**src/rtl/alu_pkg.sv**
```systemverilog
// Shared definitions for the sequential ALU.
//   alu_op_e    : 4-bit opcode encoding (values 10-15 are reserved)
//   alu_state_e : control FSM states
//   LAT_*       : accept-to-done latencies in clock cycles
//   op_is_iter  : true for opcodes served by the iterative core
package alu_pkg;

  typedef enum logic [3:0] {
    OP_ADD = 4'd0,
    OP_SUB = 4'd1,
    OP_MUL = 4'd2,
    OP_DIV = 4'd3,
    OP_MOD = 4'd4,
    OP_AND = 4'd5,
    OP_OR  = 4'd6,
    OP_XOR = 4'd7,
    OP_SLL = 4'd8,
    OP_SRL = 4'd9
  } alu_op_e;

  typedef enum logic [1:0] {
    ST_IDLE = 2'd0,
    ST_ITER = 2'd1,
    ST_DONE = 2'd2
  } alu_state_e;

  // Single-cycle ops finish one cycle after accept; iterative ops need N
  // iteration cycles plus one commit cycle.
  localparam int LAT_SINGLE     = 1;
  localparam int LAT_ITER_EXTRA = 1;

  function automatic logic op_is_iter(input logic [3:0] op);
    return (op == OP_MUL) || (op == OP_DIV) || (op == OP_MOD);
  endfunction

endpackage

```
**src/rtl/alu_iter_core.sv**
```systemverilog
// Iterative unsigned multiply / divide engine, one bit per clock.
//   clk, rst_n   : clock, asynchronous active-low reset
//   start_i      : load operands and begin N iterations
//   div_i        : 1 = restoring division, 0 = shift-add multiply
//   a_i, b_i     : operand A, operand B
//   done_o       : one-cycle pulse after the last iteration
//   hi_o, lo_o   : mul -> product high/low; div -> remainder/quotient
module alu_iter_core #(
  parameter int N = 8
) (
  input  logic         clk,
  input  logic         rst_n,
  input  logic         start_i,
  input  logic         div_i,
  input  logic [N-1:0] a_i,
  input  logic [N-1:0] b_i,
  output logic         done_o,
  output logic [N-1:0] hi_o,
  output logic [N-1:0] lo_o
);

  localparam int CW = $clog2(N);

  logic          run_q;
  logic          done_q;
  logic          div_q;
  logic [CW-1:0] cnt_q;
  logic [N-1:0]  m_q;     // multiplicand (mul) or divisor (div)
  logic [N-1:0]  hi_q, hi_d;
  logic [N-1:0]  lo_q, lo_d;
  logic [N:0]    sum;
  logic [N:0]    trial;

  always_comb begin
    hi_d  = hi_q;
    lo_d  = lo_q;
    sum   = '0;
    trial = '0;
    if (div_q) begin
      // Shift the next dividend bit into the partial remainder, subtract
      // the divisor only if it fits.
      trial = {hi_q, lo_q[N-1]};
      if (trial >= {1'b0, m_q}) begin
        hi_d = trial[N-1:0] - m_q;
        lo_d = {lo_q[N-2:0], 1'b1};
      end else begin
        hi_d = trial[N-1:0];
        lo_d = {lo_q[N-2:0], 1'b0};
      end
    end else begin
      // Add multiplicand into the high half when the current multiplier bit
      // is set, then shift the whole {carry, hi, lo} right by one.
      sum  = {1'b0, hi_q} + (lo_q[0] ? {1'b0, m_q} : {(N+1){1'b0}});
      hi_d = sum[N:1];
      lo_d = {sum[0], lo_q[N-1:1]};
    end
  end

  always_ff @(posedge clk or negedge rst_n) begin
    if (!rst_n) begin
      run_q  <= 1'b0;
      done_q <= 1'b0;
      div_q  <= 1'b0;
      cnt_q  <= '0;
      m_q    <= '0;
      hi_q   <= '0;
      lo_q   <= '0;
    end else begin
      done_q <= 1'b0;
      if (start_i) begin
        run_q <= 1'b1;
        cnt_q <= '0;
        div_q <= div_i;
        hi_q  <= '0;
        lo_q  <= div_i ? a_i : b_i;
        m_q   <= div_i ? b_i : a_i;
      end else if (run_q) begin
        hi_q <= hi_d;
        lo_q <= lo_d;
        if (cnt_q == CW'(N - 1)) begin
          run_q  <= 1'b0;
          done_q <= 1'b1;
        end else begin
          cnt_q <= cnt_q + 1'b1;
        end
      end
    end
  end

  assign done_o = done_q;
  assign hi_o   = hi_q;
  assign lo_o   = lo_q;

endmodule

```
**src/rtl/alu_seq.sv**
```systemverilog
// Sequential ALU with start/busy/done handshake and registered flags.
//   clk, rst_n   : clock, asynchronous active-low reset
//   start        : request a new operation (ignored while busy)
//   A, B, S      : operands and 4-bit opcode
//   busy         : operation in progress
//   done         : one-cycle pulse, Q and flags newly valid
//   Q            : registered result
//   Ne, Z, V, C  : negative, zero, overflow, carry flags
module alu_seq
  import alu_pkg::*;
#(
  parameter int N = 8
) (
  input  logic         clk,
  input  logic         rst_n,
  input  logic         start,
  input  logic [N-1:0] A,
  input  logic [N-1:0] B,
  input  logic [3:0]   S,
  output logic         busy,
  output logic         done,
  output logic [N-1:0] Q,
  output logic         Ne,
  output logic         Z,
  output logic         V,
  output logic         C
);

  localparam logic [N-1:0] N_VAL = N'(N);

  alu_state_e   state_q;
  logic [N-1:0] a_q, b_q;
  logic [3:0]   op_q;
  logic         busy_q, done_q, ne_q, z_q, v_q, c_q;
  logic [N-1:0] q_q;

  logic         accept, core_start, core_done;
  logic [N-1:0] core_hi, core_lo;

  logic [N:0]   sum, dif, shl, shr;
  logic [N-1:0] res_q;
  logic         res_v, res_c;

  assign accept = start && (state_q == ST_IDLE);
  // Division by zero is resolved without iterating.
  assign core_start = accept && op_is_iter(S) && !((S != OP_MUL) && (B == '0));

  alu_iter_core #(.N(N)) u_core (
    .clk     (clk),
    .rst_n   (rst_n),
    .start_i (core_start),
    .div_i   (S != OP_MUL),
    .a_i     (A),
    .b_i     (B),
    .done_o  (core_done),
    .hi_o    (core_hi),
    .lo_o    (core_lo)
  );

  // Result selection for the commit cycle, from the latched operands.
  always_comb begin
    res_q = '0;
    res_v = 1'b0;
    res_c = 1'b0;
    sum   = {1'b0, a_q} + {1'b0, b_q};
    dif   = {1'b0, a_q} - {1'b0, b_q};
    shl   = {1'b0, a_q} << b_q;   // bit N holds the last bit shifted out
    shr   = {a_q, 1'b0} >> b_q;   // bit 0 holds the last bit shifted out
    if (state_q == ST_ITER) begin
      res_q = (op_q == OP_MOD) ? core_hi : core_lo;
      res_v = (op_q == OP_MUL) ? (|core_hi) : 1'b0;
    end else begin
      case (op_q)
        OP_ADD: begin
          res_q = sum[N-1:0];
          res_c = sum[N];
          res_v = (a_q[N-1] == b_q[N-1]) && (sum[N-1] != a_q[N-1]);
        end
        OP_SUB: begin
          res_q = dif[N-1:0];
          res_c = ~dif[N];
          res_v = (a_q[N-1] != b_q[N-1]) && (dif[N-1] != a_q[N-1]);
        end
        OP_DIV: begin
          res_q = '1;
          res_v = 1'b1;
        end
        OP_MOD: begin
          res_q = a_q;
          res_v = 1'b1;
        end
        OP_AND: res_q = a_q & b_q;
        OP_OR:  res_q = a_q | b_q;
        OP_XOR: res_q = a_q ^ b_q;
        OP_SLL: begin
          if (b_q < N_VAL) begin
            res_q = shl[N-1:0];
            res_c = shl[N];
          end
        end
        OP_SRL: begin
          if (b_q < N_VAL) begin
            res_q = shr[N:1];
            res_c = shr[0];
          end
        end
        default: ;
      endcase
    end
  end

  always_ff @(posedge clk or negedge rst_n) begin
    if (!rst_n) begin
      state_q <= ST_IDLE;
      a_q     <= '0;
      b_q     <= '0;
      op_q    <= '0;
      busy_q  <= 1'b0;
      done_q  <= 1'b0;
      q_q     <= '0;
      ne_q    <= 1'b0;
      z_q     <= 1'b0;
      v_q     <= 1'b0;
      c_q     <= 1'b0;
    end else begin
      done_q <= 1'b0;
      case (state_q)
        ST_IDLE: begin
          if (accept) begin
            a_q     <= A;
            b_q     <= B;
            op_q    <= S;
            busy_q  <= 1'b1;
            state_q <= core_start ? ST_ITER : ST_DONE;
          end
        end
        ST_ITER, ST_DONE: begin
          if ((state_q == ST_DONE) || core_done) begin
            q_q     <= res_q;
            ne_q    <= res_q[N-1];
            z_q     <= (res_q == '0);
            v_q     <= res_v;
            c_q     <= res_c;
            done_q  <= 1'b1;
            busy_q  <= 1'b0;
            state_q <= ST_IDLE;
          end
        end
        default: state_q <= ST_IDLE;
      endcase
    end
  end

  assign busy = busy_q;
  assign done = done_q;
  assign Q    = q_q;
  assign Ne   = ne_q;
  assign Z    = z_q;
  assign V    = v_q;
  assign C    = c_q;

endmodule

```
**config.mk**
```make
export PLATFORM = sky130hd
export DESIGN_NAME = alu_seq
export DESIGN_NICKNAME = d
export VERILOG_FILES = /design/src/rtl/alu_pkg.sv /design/src/rtl/alu_iter_core.sv /design/src/rtl/alu_seq.sv
export SDC_FILE = /design/constraint.sdc
export NUM_CORES = 1
export LEC_CHECK = 0
export CAP_MARGIN = 25
export CORE_MARGIN = 2
export CORE_UTILIZATION = 65
export DETAILED_ROUTE_END_ITERATION = 10
export PLACE_DENSITY = 0.92
export SYNTH_ARGS = -nofsm -noshare
export SYNTH_HDL_FRONTEND = slang
export SYNTH_SLANG_ARGS = --single-unit
```
**constraint.sdc**
```tcl
create_clock -name clk -period 5.4 [get_ports clk]
set_input_delay 1.08 -clock clk [delete_from_list [all_inputs] [get_ports clk]]
set_output_delay 1.08 -clock clk [all_outputs]
set_load 0.05 [all_outputs]
```
### After elaboration in Yosys (flattened, before gate mapping)

Cells that the tools add are included.
Widths: inputs -> output; s select.

| operators by class | value |
|---|---|
| add/sub/neg operators | 5 |
| shift operators | 2 |
| equal/unequal tests | 23 |
| $lt $le $gt $ge | 2 |
| $mul | 0 |
| reduce and logical (&&, ||, !) cells | 24 |
| div/mod/pow operators | 0 |
| muxes and demuxes | 41 |
| bitwise logic cells | 4 |

Operators with widths:

| cell | number |
|---|---|
| $mux 8 | 14 |
| $pmux 8 s9 | 1 |
| $eq 4x3->1 const B | 5 |
| $eq 4x2->1 const B | 4 |
| $logic_not 8->1 | 2 |
| $mux 1 | 16 |
| $add 8x8->9 | 1 |
| $add 8x9->9 | 1 |
| $ge 9x8->1 | 1 |
| $mux 3 | 3 |
| $shl 8x8->9 | 1 |
| $shr 9x8->9 | 1 |
| $sub 8x8->9 | 1 |
| $and 8x8->8 | 1 |
| $eq 4x4->1 const B | 2 |
| $lt 8x4->1 const B | 1 |
| $or 8x8->8 | 1 |
| $reduce_and 2->1 | 4 |
| $reduce_or 8->1 | 1 |
| $sub 8x8->8 | 1 |
| $xor 8x8->8 | 1 |
| $logic_and 1x1->1 | 6 |
| $mux 2 | 3 |
| $ne 2x2->1 const B | 3 |
| 20 further kinds | 26 |

| storage, ports and cells | value |
|---|---|
| register bits | 66 |
| word-level logic and storage cells | 119 |
| memory bits (writable) | 0 |
| latch bits | 0 |
| memories kept | 0 |
| ROM bits | 0 |

### Logic depth before layout (Yosys ltp)

Gate-level depths: netlist of the first run.

| depth | value |
|---|---|
| depth in word-level cells | 8 |
| depth in mapped cells | 13 |
| mapped depth without buffers | 12 |

### Cells and area by module

A second synthesis of the first run with hierarchy kept.

| second synthesis, totals | value |
|---|---|
| cells, all modules | 710 |
| area total of the unflattened synthesis | 6100.9 µm² |

Modules (own cells, without submodules):

| module | cells an instance | area an instance (µm²) | instances |
|---|---|---|---|
| alu_seq | 436 | 3746.1 | 1 |
| alu_iter_core | 274 | 2354.8 | 1 |

### Least setup slack after synthesis of the first run

OpenSTA, ideal clock, no wires.

| path | value |
|---|---|
| path type | reg2reg |
| start | register b_q[2] |
| end | register z_q, in the netlist Z |
| data required time | 5297 ps |
| period minus slack after synthesis | 2754 ps |
| arrival | 2650 ps |
| setup slack | 2646 ps |
| cell stages (with the launch flop) | 14 |
| path through | dfrtp_1 clkbuf_1 clkbuf_1 inv_1 ha_1 buf_2 and3_1 o2bb2ai_1 nor2_1 xnor2_1 o221ai_1 a221oi_2 nand4_1 o41ai_2 |

| between the ends | value |
|---|---|
| longest elaborated chain between the ends | 5 |
| elaborated cells on any way between the ends | 13 |
| classes of those cells | add/sub (2); order compare (1); shift (2); mux (4); bitwise (3); reduce/logical (1) |

RTL lines:

| element | line | RTL |
|---|---|---|
| start: declaration | alu_seq.sv:32 | `logic [N-1:0] a_q, b_q;` |
| start signal: assignment | alu_seq.sv:116 | `b_q <= '0;` |
| start signal: assignment | alu_seq.sv:131 | `b_q <= B;` |
| $lt 8x4->1, or another cell as far along | alu_seq.sv:96, alu_seq.sv:102 |  |
| $mux 8, on equally long branches | alu_seq.sv:102, alu_seq.sv:96 |  |
| $pmux 8 s9 (*) | alu_seq.sv:73 | `case (op_q)` |
| $mux 8 (*) | alu_seq.sv:69 | `if (state_q == ST_ITER) begin` |
| $logic_not 8->1 (*) | alu_seq.sv:141 | `z_q <= (res_q == '0);` |
| end signal: assignment | alu_seq.sv:141 |  |
| end: declaration | alu_seq.sv:34 | `logic busy_q, done_q, ne_q, z_q, v_q, c_q;` |

Mark *: on every way between the ends. The rest lies on a longest branch, timed or not.
A chain may end at the register's enable or synchronous reset.

### Worst setup path after layout of the first run

| path | value |
|---|---|
| start | register b_q[0] |
| end | register z_q, in the netlist Z |

The elaborated chain is that of the path after synthesis.

==> results of run 1 <==
[synthesized netlist by cell type, types with 5 or more instances]
| cell type | n |
|---|---|
| xnor2_1 | 17 |
| a21o_1 | 13 |
| o21bai_1 | 5 |
| dfrtp_1 | 65 |
| mux2_2 | 32 |
| nand2_1 | 64 |
| o211ai_1 | 12 |
| o221ai_1 | 5 |
| nand3_1 | 11 |
| nor4_1 | 9 |
| o21a_1 | 8 |
| nand3b_1 | 7 |
| o21ai_0 | 46 |
| nand2b_1 | 5 |
| a31oi_1 | 14 |
| buf_2 | 13 |
| nor2b_1 | 18 |
| xor2_1 | 6 |
| o22ai_1 | 7 |
| nor2_1 | 36 |
| nor3_1 | 14 |
| ha_1 | 45 |
| a21oi_1 | 37 |
| inv_1 | 39 |
| mux2i_1 | 43 |
| clkbuf_1 | 20 |
| and2_1 | 10 |
| a211oi_1 | 8 |
[layout make-up]
class | instances | area [µm²]
multi-input combinational | 533 | 3950
sequential | 65 | 1630
inverter | 40 | 150
clock inverter | 6 | 90.1
timing repair buffer | 43 | 408
clock buffer | 10 | 128
tap | 108 | 135
fill | 647 | 2320
[through the flow]
step / hold WS [ns] / cells
after global routing: 0.506 / 805
after floorplan: 0.463 / 681
after detailed placement: 0.473 / 787
after global placement: 0.462 / 787
final: 0.485 / 805
after CTS: 0.488 / 803
[cell families (layout without fill, tap and decap cells)]
family                   count (synthesis)  in the layout
AND/OR/NAND/NOR                        193            193
AO/OA/AOI/OAI                          189            189
buffers and inverters                   83             99
multiplexers                            79             79
flip-flops                              65             65
adder cells (fa/ha/maj)                 49             49
XOR/XNOR                                23             23
[state kept, by name (all words and copies together) (netlist names), 2 cells and up]
signal / count
b_q: 8
u_core.lo_o: 8
state_q: 2
a_q: 8
u_core.cnt_q: 3
op_q: 4
Q: 7
u_core.hi_o: 8
u_core.m_q: 8
[worst max-delay path by stage]
| stage | depth (start not counted) | startpoint | to |
|---|---|---|---|
| floorplan | 13 | b_q[2] | Z |
| global placement | 7 | start | u_core.hi_o[7] |
| detailed placement | 7 | start | u_core.hi_o[7] |
| CTS | 7 | start | u_core.hi_o[7] |
| global route | 7 | start | u_core.hi_o[7] |
| finish | 10 | b_q[0] | Z |
[worst register-to-register path: cells and delay by family (launching register included)]
kind                     cells  cell delay [ns]
AND/OR/NAND/NOR              3             0.43
buffers and inverters        1             0.49
AO/OA/AOI/OAI                5             1.15
adder cells (fa/ha/maj)      1             0.41
flip-flops                   1             0.96
[cells in the final DEF, fill, tap and decap left out, types with 3 or more instances in the layout]
| master | instances |
|---|---|
| o221ai_1 | 5 |
| nor4_1 | 9 |
| nor2b_1 | 18 |
| mux2i_1 | 43 |
| clkdlybuf4s50_1 | 35 |
| a22oi_1 | 3 |
| o41ai_1 | 4 |
| fa_1 | 4 |
| nand4_1 | 4 |
| o211ai_1 | 12 |
| dfrtp_1 | 65 |
| nand3_1 | 11 |
| nand2_1 | 64 |
| buf_4 | 7 |
| mux4_2 | 3 |
| nor3_1 | 13 |
| o21ai_1 | 4 |
| a211oi_1 | 8 |
| o22ai_1 | 7 |
| nand3b_1 | 7 |
| nor2_1 | 36 |
| or3_1 | 3 |
| nand2b_1 | 5 |
| inv_1 | 39 |
| o21ai_0 | 46 |
| a21oi_1 | 37 |
| a21o_1 | 13 |
| a31oi_1 | 14 |
| xnor2_1 | 17 |
| mux2_2 | 32 |
| clkbuf_8 | 9 |
| and3_1 | 3 |
| and2_1 | 10 |
| o21bai_1 | 5 |
| o21a_1 | 8 |
| xor2_1 | 6 |
| ha_1 | 45 |
[layer usage]
layer	routed length (µm)	share of wire (%)	global-route usage, %	vias up
li1	-	-	-	2488
met5	0	0	0	-
met3	1920	11	7.17	77
met4	727	4.3	13.7	0
met2	7440	44	53.4	373
met1	6830	40	49.9	2617
==> flow_summary.ini, run 1 <==
[status]
outcome = finished, final reports clean

[critical_path]
critPathKind = reg2reg
crit_top_cell = a211oi_1
worstPathCellList = clkinv_1, ha_1, nor2_1, a211oi_1, a31oi_1, o21ai_0, a211oi_1, nor2b_1, nand4_1, o41ai_2
rrSetupSlack_ns = 1.86
worst_path_max_delay_cell = dfrtp_1
arrival_ns = 3.79
cpLargestDelayFamily = compound AO/OA/AOI/OAI gates
crit_buf_inv = 1
r2r-end = Z
startpoint_type = flop
reg2regPathDepth = 10
reg2reg_from = b_q[0]
crit_path_end_kind = flop
required_ns = 5.65
critPathMaxFanout = 27
critPathMaxStageDelay_ns = 0.96

[global_route]
grt_max_degree = 66
gr-total-overflow = 0
grt_pass1_wl_um = 27400
grt_usage_pct = 35.3
grt_pass1_vias = 5274
antenna_found_initial = 0

[layout]
layout-drive-gt1-share_pct = 10.0
nets = 764
post-route-util_pct = 73.6
final_area_um2 = 6480
diodes = 0
syn_to_final_growth_pct = 9.18

[clock_network]
cts_tree = done
cts_max_path_buffers = 2
postCtsSetupBuffers = 0
cts_resized = 0
h-tree-depth = 3
path_clk_slew_ns = 0.07
root_buffer = clkbuf_8
cts.sinks = 65
cts-buffers-inserted = 9
insertion_delay_ns = 0.35
hold_buffers = 0

[timing]
tns_ns = 0
worstMarginPinSlew_ns = 1.06
finalSetupViolations = 0
max_clock_freq_mhz = 282
setup_ws_ns = 1.86
finalCriticalPeriod_ns = 3.54
timing.final.crit_share_pct = 65.6
max_slew_margin_pct = 29.4
slew_viol_final = 0
fin_skew_ns = 0.0113
final_hold_viol_count = 0
rsz0062_at_grt = no

[floorplanning]
core_um2 = 8810
fp.dieH_um = 99.6
design.die.area_um2 = 9920
initial_utilization_pct = 67.4
io_pins = 37
die_w_um = 99.6
rows = 34

[synth]
syn-num-nets = 753
synth_top_area_share_pct = 27.4
yosys.area.top_type = dfrtp_1
yosys_warnings = 0
yosys.cell_types.count = 66
synth-seq-cells = 65
synth_flop_cell = dfrtp_1
synth-edff-count = 0
synth_area_leaders = dfrtp_1, ha_1, mux2i_1, mux2_2, nand2_1
syn_inst = 681
yosys.area_share.simple_pct = 16.6
avgSynthCellArea_um2 = 8.72
synth_top_family_by_area = compound AO/OA/AOI/OAI gates
syn_area_um2 = 5940
synth.mux.area_fraction_pct = 14.6
synthArstFlopShare_pct = 100
seq_area_frac_synth_pct = 27.4
synth-compound-area-share_pct = 21.0
synth_fa_ha_area_share_pct = 10.8
synthXorXnorAreaFrac_pct = 3.39

[route]
drtIter0Drc = 528
num_vias = 5555
ant_nets = 0
drc = 0
wire_per_inst_um = 21.0
drt-pass1-iter-count = 6
wl_um = 16900
viasPerCell = 6.90

[worst_hold_path]
min_to = Q[1]
min_path_type = reg2reg
min-delay-start = Q[1]
hold_depth = 2

[run]
max_cap_violations = 0

[place]
place_area_um2 = 6250
numPortBuffers = 36
hpwl_um = 12500
post-place-ws_ns = 1.52
globalplace.congestion = 1.00
Power of run 1 is left out: the tool's default activity adds up to more than one toggle a clock period on the data nets, which glitch-free logic cannot reach.
==> run 2, diff against run 1 <==
--- a/config.mk
+++ b/config.mk
@@ -7,9 +7,9 @@
 export LEC_CHECK = 0
 export CAP_MARGIN = 25
 export CORE_MARGIN = 2
-export CORE_UTILIZATION = 65
+export CORE_UTILIZATION = 61
 export DETAILED_ROUTE_END_ITERATION = 10
-export PLACE_DENSITY = 0.92
+export PLACE_DENSITY = 0.88
 export SYNTH_ARGS = -nofsm -noshare
 export SYNTH_HDL_FRONTEND = slang
 export SYNTH_SLANG_ARGS = --single-unit
==> constraint.sdc (replaced) <==
create_clock -name clk -period 3.4 [get_ports clk]
set_input_delay 0.68 -clock clk [delete_from_list [all_inputs] [get_ports clk]]
set_output_delay 0.68 -clock clk [all_outputs]
set_load 0.05 [all_outputs]
==> flow_summary.ini, run 2 (synthesis gave the netlist of run 1 again) <==
[status]
outcome = finished, final reports clean

[timing]
max_clock_freq_mhz = 343
rsz0062_at_grt = no
finalCriticalPeriod_ns = 2.91
timing.final.crit_share_pct = 85.6
tns_ns = 0
slew_viol_final = 0
finalSetupViolations = 0
fin_skew_ns = 0.00997
worstMarginPinSlew_ns = 0.977
final_hold_viol_count = 0
max_slew_margin_pct = 34.9

[global_route]
grt.met2_usage_pct = 52.9
grt_pass1_vias = 5088
grt_max_degree = 39
grt_util_met3_pct = 5.97
grt_usage_pct = 33.8
grt_util_met1_pct = 48.7
antenna_found_initial = 0
gr-total-overflow = 0
grt_pass1_wl_um = 27200
grt_busiest_layer = met2

[critical_path]
crit_path_end_kind = flop
crit_top_cell = inv_1
worstPathCellList = inv_1, ha_1, inv_1, fa_1, nor3b_1, nor3_1, o21bai_1, a21oi_1, xnor2_1, nand2_1, o221ai_1, o41ai_2
critPathMaxFanout = 7
startpoint_type = flop
arrival_ns = 3.17
required_ns = 3.65
worst_path_max_delay_cell = dfrtp_1
critPathMaxStageDelay_ns = 0.47
critPathKind = reg2reg

[clock_network]
cts.sinks = 65
cts_resized = 0
cts_tree = done
root_buffer = clkbuf_8
path_clk_slew_ns = 0.08
cts-buffers-inserted = 9
postCtsSetupBuffers = 0
insertion_delay_ns = 0.35
h-tree-depth = 3
cts_max_path_buffers = 2
hold_buffers = 0

[layout]
nFillCells = 774
nets = 783
layout-drive-gt1-share_pct = 12.6
final_cell_mix = dfrtp_1, nand2_1, o21ai_0
diodes = 0
final_common_cell = dfrtp_1
stdcell_count = 849
syn_to_final_growth_pct = 12.4

[floorplanning]
rows = 36
initial_utilization_pct = 61.9
die_w_um = 103
fp.dieH_um = 103
core_um2 = 9590
design.die.area_um2 = 10500
io_pins = 37

[run]
max_cap_violations = 0

[pwr]
power_frac_seq_pct = 22.0
max-vdd-ir-drop_mv = 0.667
swShare_pct = 51.2
p_total_uw = 7930
p_comb_share_pct = 68.3
p_int_uw = 3870
pwr-share-clk_pct = 9.7
p_switching_uw = 4060
powerDensity_nw_per_um2 = 1190
power.leakage_uw = 0.00291

[place]
dp_cells = 832
numPortBuffers = 36
globalplace.congestion = 1.02
hpwl_um = 13200

[route]
viasPerCell = 6.39
drt-pass1-iter-count = 6
wire_per_inst_um = 20.2
num_vias = 5427
drtIter0Drc = 519
drc = 0
wl_um = 17200
ant_nets = 0

[worst_hold_path]
min_path_type = in2async
[run 2: cell types whose count changed in the layout (fill, tap and decap cells not counted)]
cell and change:
clkbuf_1 -1, inv_6 +2, clkbuf_4 +1, buf_12 +1, buf_4 +17, clkinvlp_4 -1
[run 2: path summary, 6_finish.rpt]
kind                            startpoint  endpoint  slack [ns]  cells past startpoint
worst max-delay path                a_q[0]         Z        0.49                     12
worst min-delay path                 rst_n         V        0.32                      1
worst max register to register      a_q[0]         Z        0.49                     12
worst min register to register        Q[3]      Q[3]        0.49                      2
max in group asynchronous            rst_n    a_q[3]        2.15                      2
min in group clk                      Q[3]      Q[3]        0.49                      2
[run 2: area by class of cell]
cell class | count | area, µm² | share of cell area, %
clock inverter | 7 | 100 | 1.50
clock buffer | 9 | 124 | 1.85
multi-input combinational | 533 | 3950 | 59.1
tap | 133 | 166 | 2.49
sequential | 65 | 1630 | 24.4
timing repair buffer | 62 | 563 | 8.43
inverter | 40 | 150 | 2.25
[run 2: metal layers]
layer	routed length (µm)	vias to the layer above	part of all wire (%)
li1	-	2541	-
met1	7610	2595	44
met2	7780	258	45
met3	1410	33	8.2
met4	372	0	2.2
met5	0	-	0
[run 2: power groups by stage]
stage / clock network (µW) / registers [µW] / logic (µW)
floorplan: 0 / 1600 / 3980
global placement: 0 / 1710 / 5150
detailed placement: 0 / 1730 / 5260
CTS: 777 / 1710 / 5300
global route: 817 / 1790 / 5900
finish: 772 / 1740 / 5410
[run 2: worst max-delay path, delay by kind of cell (launching register included)]
kind            cells  cell delay [ns]
flops               1             0.47
simple gates        3             0.52
buf+inv             2             0.25
xor+xnor            1             0.10
fa+ha+maj           2             0.59
compound gates      4             0.86
[run 2: stage by stage]
| step | instance area (µm²) | hold WS, ns | utilization (%) | setup WS (ns) |
|---|---|---|---|---|
| after floorplan | 5940 | 0.384 | - | 0.646 |
| after global placement | 6440 | 0.463 | 67.1 | 0.477 |
| after detailed placement | 6450 | 0.477 | 67.2 | 0.387 |
| after CTS | 6670 | 0.346 | 69.5 | 0.513 |
| after global routing | 6680 | 0.381 | 69.6 | 0.322 |
| final | 6680 | 0.322 | 69.6 | 0.489 |
No activity file was read; power rests on OpenSTA's default activity.
